**config.mk**
```make
export PLATFORM = sky130hd
export DESIGN_NAME = dump_window_ctrl
export DESIGN_NICKNAME = d
export VERILOG_FILES = /design/src/rtl/dump_window_ctrl.sv
export SDC_FILE = /design/constraint.sdc
export NUM_CORES = 1
export LEC_CHECK = 0
export ABC_AREA = 0
export BUFFER_PORTS_ARGS = -buffer_cell sky130_fd_sc_hd__buf_2
export CAP_MARGIN = 25
export CORE_ASPECT_RATIO = 1.1
export CORE_MARGIN = 2
export CORE_UTILIZATION = 55
export CTS_CLUSTER_SIZE = 8
export DETAILED_ROUTE_END_ITERATION = 8
export PLACE_DENSITY = 0.85
export SYNTH_ARGS = -nofsm -noshare
export SYNTH_HDL_FRONTEND = slang
export SYNTH_SLANG_ARGS = --single-unit
```
**constraint.sdc**
```tcl
create_clock -name clk -period 13.8 [get_ports clk]
set_input_delay 2.07 -clock clk [delete_from_list [all_inputs] [get_ports clk]]
set_output_delay 2.07 -clock clk [all_outputs]
set_load 0.1 [all_outputs]
```
**src/rtl/dump_window_ctrl.sv**
```systemverilog
// Capture-window controller: arm, wait for a trigger edge, wait a programmable
// delay, then emit a decimated train of single-cycle dump enables.
module dump_window_ctrl #(
  parameter int unsigned CNT_WIDTH = 32
) (
  input  logic                 clk,
  input  logic                 rst,
  input  logic                 arm,
  input  logic                 abort,
  input  logic                 trig,
  input  logic [CNT_WIDTH-1:0] delay,
  input  logic [CNT_WIDTH-1:0] decim,
  input  logic [CNT_WIDTH-1:0] n_samples,
  output logic                 dump_en,
  output logic [CNT_WIDTH-1:0] sample_idx,
  output logic                 armed,
  output logic                 busy,
  output logic                 done
);

  typedef enum logic [2:0] {
    S_IDLE,
    S_ARMED,
    S_DELAY,
    S_CAPTURE,
    S_DONE
  } state_t;

  typedef struct packed {
    logic [CNT_WIDTH-1:0] dly;
    logic [CNT_WIDTH-1:0] dec;
    logic [CNT_WIDTH-1:0] nsmp;
  } cfg_t;

  state_t               state_q, state_d;
  cfg_t                 cfg_q, cfg_d;
  logic                 trig_q;
  logic                 trig_edge_c;
  logic [CNT_WIDTH-1:0] dly_cnt_q, dly_cnt_d;
  logic [CNT_WIDTH-1:0] gap_cnt_q, gap_cnt_d;
  logic [CNT_WIDTH-1:0] idx_d;
  logic                 dump_d;

  assign trig_edge_c = trig & ~trig_q;

  // State register
  always_ff @(posedge clk) begin
    if (rst) begin
      state_q <= S_IDLE;
    end else begin
      state_q <= state_d;
    end
  end

  // Next state, counters and next output values
  always_comb begin
    state_d   = state_q;
    cfg_d     = cfg_q;
    dly_cnt_d = dly_cnt_q;
    gap_cnt_d = gap_cnt_q;
    idx_d     = sample_idx;
    dump_d    = 1'b0;

    if (abort) begin
      state_d = S_IDLE;
    end else begin
      case (state_q)
        S_IDLE, S_DONE: begin
          if (arm) begin
            cfg_d.dly  = delay;
            cfg_d.dec  = decim;
            cfg_d.nsmp = n_samples;
            idx_d      = '0;
            state_d    = S_ARMED;
          end
        end
        S_ARMED: begin
          if (trig_edge_c) begin
            if (cfg_q.nsmp == '0) begin
              state_d = S_DONE;
            end else if (cfg_q.dly == '0) begin
              state_d = S_CAPTURE;
              dump_d  = 1'b1;
            end else begin
              state_d   = S_DELAY;
              dly_cnt_d = cfg_q.dly - CNT_WIDTH'(1);
            end
          end
        end
        S_DELAY: begin
          if (dly_cnt_q == '0) begin
            state_d = S_CAPTURE;
            dump_d  = 1'b1;
          end else begin
            dly_cnt_d = dly_cnt_q - CNT_WIDTH'(1);
          end
        end
        S_CAPTURE: begin
          // Pulse cycle: advance index, then finish, pulse again, or start the gap
          if (dump_en) begin
            idx_d = sample_idx + CNT_WIDTH'(1);
            if (sample_idx == cfg_q.nsmp - CNT_WIDTH'(1)) begin
              state_d = S_DONE;
            end else if (cfg_q.dec == '0) begin
              dump_d = 1'b1;
            end else begin
              gap_cnt_d = cfg_q.dec - CNT_WIDTH'(1);
            end
          end else if (gap_cnt_q == '0) begin
            dump_d = 1'b1;
          end else begin
            gap_cnt_d = gap_cnt_q - CNT_WIDTH'(1);
          end
        end
        default: begin
          state_d = S_IDLE;
        end
      endcase
    end
  end

  // Datapath and registered outputs
  always_ff @(posedge clk) begin
    if (rst) begin
      cfg_q      <= '0;
      trig_q     <= 1'b0;
      dly_cnt_q  <= '0;
      gap_cnt_q  <= '0;
      sample_idx <= '0;
      dump_en    <= 1'b0;
      armed      <= 1'b0;
      busy       <= 1'b0;
      done       <= 1'b0;
    end else begin
      cfg_q      <= cfg_d;
      trig_q     <= trig;
      dly_cnt_q  <= dly_cnt_d;
      gap_cnt_q  <= gap_cnt_d;
      sample_idx <= idx_d;
      dump_en    <= dump_d;
      armed      <= (state_d == S_ARMED);
      busy       <= (state_d == S_ARMED) || (state_d == S_DELAY) || (state_d == S_CAPTURE);
      done       <= (state_d == S_DONE);
    end
  end

endmodule

```
==> results.py <==
metrics = {
    "min_path": {
        "worstHoldPathCells": 2,
        "whs_endpoint": "dly_cnt_q[3]",
        "hp-class": "reg2reg",
        "min-delay-start": "dly_cnt_q[3]",
    },
    "clock_network": {
        "clock_transition_at_the_registers_of_the_reported_paths_ns": 0.07,
        "cts_hold_buf": 0,
        "clock_tree.buffer_depth": 2,
        "post_cts_resized": 0,
        "clk-insertion-delay-late_ns": 0.45,
        "cts_inserted_buffers": 17,
        "cts_root_buf": "clkbuf_16",
        "clock_tree_from_tritoncts": "yes",
        "cts.sinks": 200,
        "cts.repair_timing.setup_buffer_count": 0,
        "ctsHtreeMaxLevel": 4,
    },
    "job": {
        "max_cap_viol_count": 0,
    },
    "sta": {
        "timing.final.hold_violations": 0,
        "final_setup_violation_count": 0,
        "final_max_slew_viol_count": 0,
        "fin_crit_ns": 4.58,
        "setup_tns_ns": 0,
        "final.setup_skew_ns": 0.0148,
        "grt_setup_unrepaired": "no",
        "timing.max_slew.rel_slack_pct": 28.9,
        "max_clock_freq_mhz": 218,
        "period_share_pct": 33.2,
        "max_slew.worst_pin.slew_ns": 1.06,
    },
    "global_routing": {
        "grt_overflow_total": 0,
        "first_pass_grt_wire_length_mm": 50.4,
        "antenna_found_initial": 3,
        "grt_pass1_vias": 10400,
        "grt_usage_pct": 27.4,
        "largest_net_degree_at_the_start_of_global_routing": 98,
    },
    "power": {
        "design_power_total_mw": 1.41,
        "pwr_density_cell_nw_per_um2": 109,
        "maximum_vdd_drop_mv": 0.0895,
        "power.static_leakage_nw": 4.75,
    },
    "setup_path": {
        "path_buf_inv": 0,
        "slowest_stage": "nand2_1",
        "critical_path.cell_chain": "nor4_4 -> nand4_1 -> or2_1 -> o41ai_1 -> o2111ai_1 -> or4b_1 -> nand2_1 -> o21ai_0 -> a31oi_1",
        "r2r_setup_slack_ns": 9.22,
        "worst_setup_path_end_kind": "flip-flop",
        "crit_path_dat_ns": 4.94,
        "criticalPathCategory": "reg2reg",
        "path_delay_family": "simple AND/OR/NAND/NOR gates",
        "timing.critical_path.slowest_cell_delay_ns": 0.81,
        "worst-endpoint-required_ns": 14.16,
        "reg2regPathDepth": 9,
        "reg2reg_to": "gap_cnt_q[3]",
        "crit_path_max_fanout": 29,
        "worstSetupStartpointType": "flip-flop",
        "rr_startpoint": "cfg_q[2]",
    },
    "floorplan": {
        "row_count": 55,
        "dieArea_sq_um": 22100,
        "floorplan.die.height_um": 156,
        "dieWidth_um": 142,
        "starting_utilization_of_the_core_area_pct": 56.0,
        "floorplan.core_area_sq_um": 20500,
        "floorplan.io_pins": 137,
    },
    "drt": {
        "route.antenna.remaining_nets": 0,
        "viasPerCell": 6.22,
        "route.vias.total": 11700,
        "drt_pre_antenna_iters": 5,
        "wire_per_inst_um": 16.4,
        "wl_mm": 30.8,
        "drt_drc_violations_left": 0,
        "drt_first_iter_violations": 1351,
    },
    "synth": {
        "ys.warnings.count": 0,
        "mappedNetlistNets": 1645,
        "syn_area_per_cell_sq_um": 7.46,
        "async_flop_share_pct": 0,
        "synthDistinctLibCells": 71,
        "post_synth_instance_area_sq_um": 11500,
        "synth_seq_cells": 200,
        "yosys_most_used_dff": "dfxtp_1",
        "netlist_instances": 1540,
        "synth_enable_flop_cells": 0,
        "synth_seq_area_share_pct": 34.8,
    },
    "run_status": {
        "run_status": "finished, final reports clean",
    },
    "final_layout": {
        "combined_area_of_the_multi_input_logic_cells_sq_um": 7040,
        "n_fill_cell": 1800,
        "ff_latch_area_sq_um": 4010,
        "area_growth_pct": 12.0,
        "drive_above_1_share_pct": 13.4,
        "nets": 1712,
    },
    "placed_design": {
        "portBuffers": 136,
        "half_perimeter_wire_length_after_detailed_placement_mm": 20.9,
        "gpl.final_weighted_congestion": 0.948,
    },
}
-- per-stage QoR --
stage               util [%]  area, sq um  setup slack, ns  hold slack, ns  std cells
global placement        59.4        12200             8.90           0.454       1842
CTS                     62.6        12800             9.30           0.476       1874
floorplan                  -        11500             8.46           0.444       1540
global route            62.8        12900             8.91           0.506       1878
detailed placement      59.4        12200             8.84           0.465       1842
finish                  62.8        12900             9.22           0.474       1878
-- worst max path at each step --
| stage | slack, ns | depth (start not counted) | startpoint | end |
|---|---|---|---|---|
| CTS | 9.30 | 7 | arm | sample_idx[7] |
| finish | 9.22 | 9 | cfg_q[2] | gap_cnt_q[3] |
| floorplan | 8.46 | 17 | dump_en | gap_cnt_q[28] |
| global placement | 8.90 | 7 | arm | sample_idx[29] |
| global route | 8.91 | 9 | cfg_q[2] | gap_cnt_q[22] |
| detailed placement | 8.84 | 7 | arm | sample_idx[7] |
-- area by class of cell --
cell class                 instances  area share, %
tap                              256           2.49
clock inverter                    10           1.26
sequential                       200           31.1
clock buffer                      22           3.76
antenna                            2         0.0389
multi-input combinational       1225           54.7
timing repair buffer             147           6.16
inverter                          16          0.466
-- cells in the final DEF (no fill, tap or decap), types with 16 or more instances in the layout --
cell type and count:
nand2_1 278, dfxtp_1 199, a21oi_1 155, nor2_1 137, buf_2 135, o21ai_0 83, nor3_1 62, mux2i_1 48
a31oi_1 42, xor2_1 38, xnor2_1 34, nand3_1 31, nor4_1 28, nand4_1 26, or3_1 24, o211ai_1 24
nand4b_1 20, clkbuf_16 17, inv_1 16
-- flip-flops by register name, summed over array words and instances (netlist names) --
signal	count
busy	1
dump_en	1
cfg_q	96
trig_q	1
dly_cnt_q	32
done	1
sample_idx	32
gap_cnt_q	32
state_q	3
armed	1
-- layer usage --
metal / part of all wire (%) / vias up / GRT usage, % / routed length [um]
met5: 0.052 / - / 0 / 16
met4: 2.7 / 2 / 11.4 / 821
met3: 7.1 / 67 / 4.08 / 2190
met2: 47 / 492 / 44.2 / 14300
met1: 44 / 5438 / 36.9 / 13400
li1: - / 5673 / - / -
-- cell usage after synthesis (all sizes together), types with 2 or more instances --
cell,n,area share [%]
or4,9,0.59
inv,16,0.52
nand4b,20,1.5
nand3b,12,0.78
o211ai,31,2.3
a22oi,5,0.33
a31oi,42,2.3
nand2,279,9.1
o21ai,83,3.6
a21oi,155,6.7
nor3,64,2.8
or3,27,1.6
o31ai,6,0.39
o22ai,2,0.11
mux2i,48,4.2
nand3,31,1.3
o2111ai,14,1.1
nor2,138,4.5
ha,4,0.44
and3,8,0.44
and2,11,0.62
buf,29,1.3
o31a,2,0.15
mux2,5,0.49
dfxtp,200,35
nand4,26,1.4
xor2,38,2.9
o21a,6,0.39
a32oi,7,0.53
clkbuf,70,2.3
a2111oi,2,0.15
nor3b,11,0.76
and4,6,0.46
o41ai,4,0.30
nand2b,11,0.60
a211oi,10,0.70
or3b,3,0.23
xnor2,34,2.6
nor4,29,1.7
a2bb2oi,2,0.15
nor2b,11,0.60
nor4b,4,0.30
or2,9,0.49
-- report_power, final --
part	leakage [nW]	internal, mW	total (mW)	switching (mW)
combinational	2.81	0.0927	0.241	0.148
clock	0.321	0.324	0.552	0.228
sequential	1.62	0.594	0.616	0.0228
-- worst min-delay path, cell delays in order (launching register included) --
cell     delay [ns]
dfxtp_1        0.32
nand2_1        0.06
a21oi_1        0.05
-- cell families after synthesis --
kind of cell               after synthesis  synth area share (%)
muxes                                   53                  4.67
and+or+nand+nor                        710                  30.0
xor gates and xnor gates                72                  5.49
AOI/OAI and AO/OA                      386                  20.5
DFF                                    200                  34.8
buffers and inverters                  115                  4.09
adders and majority gates                4                 0.435
No activity file was read; power rests on OpenSTA's default activity.
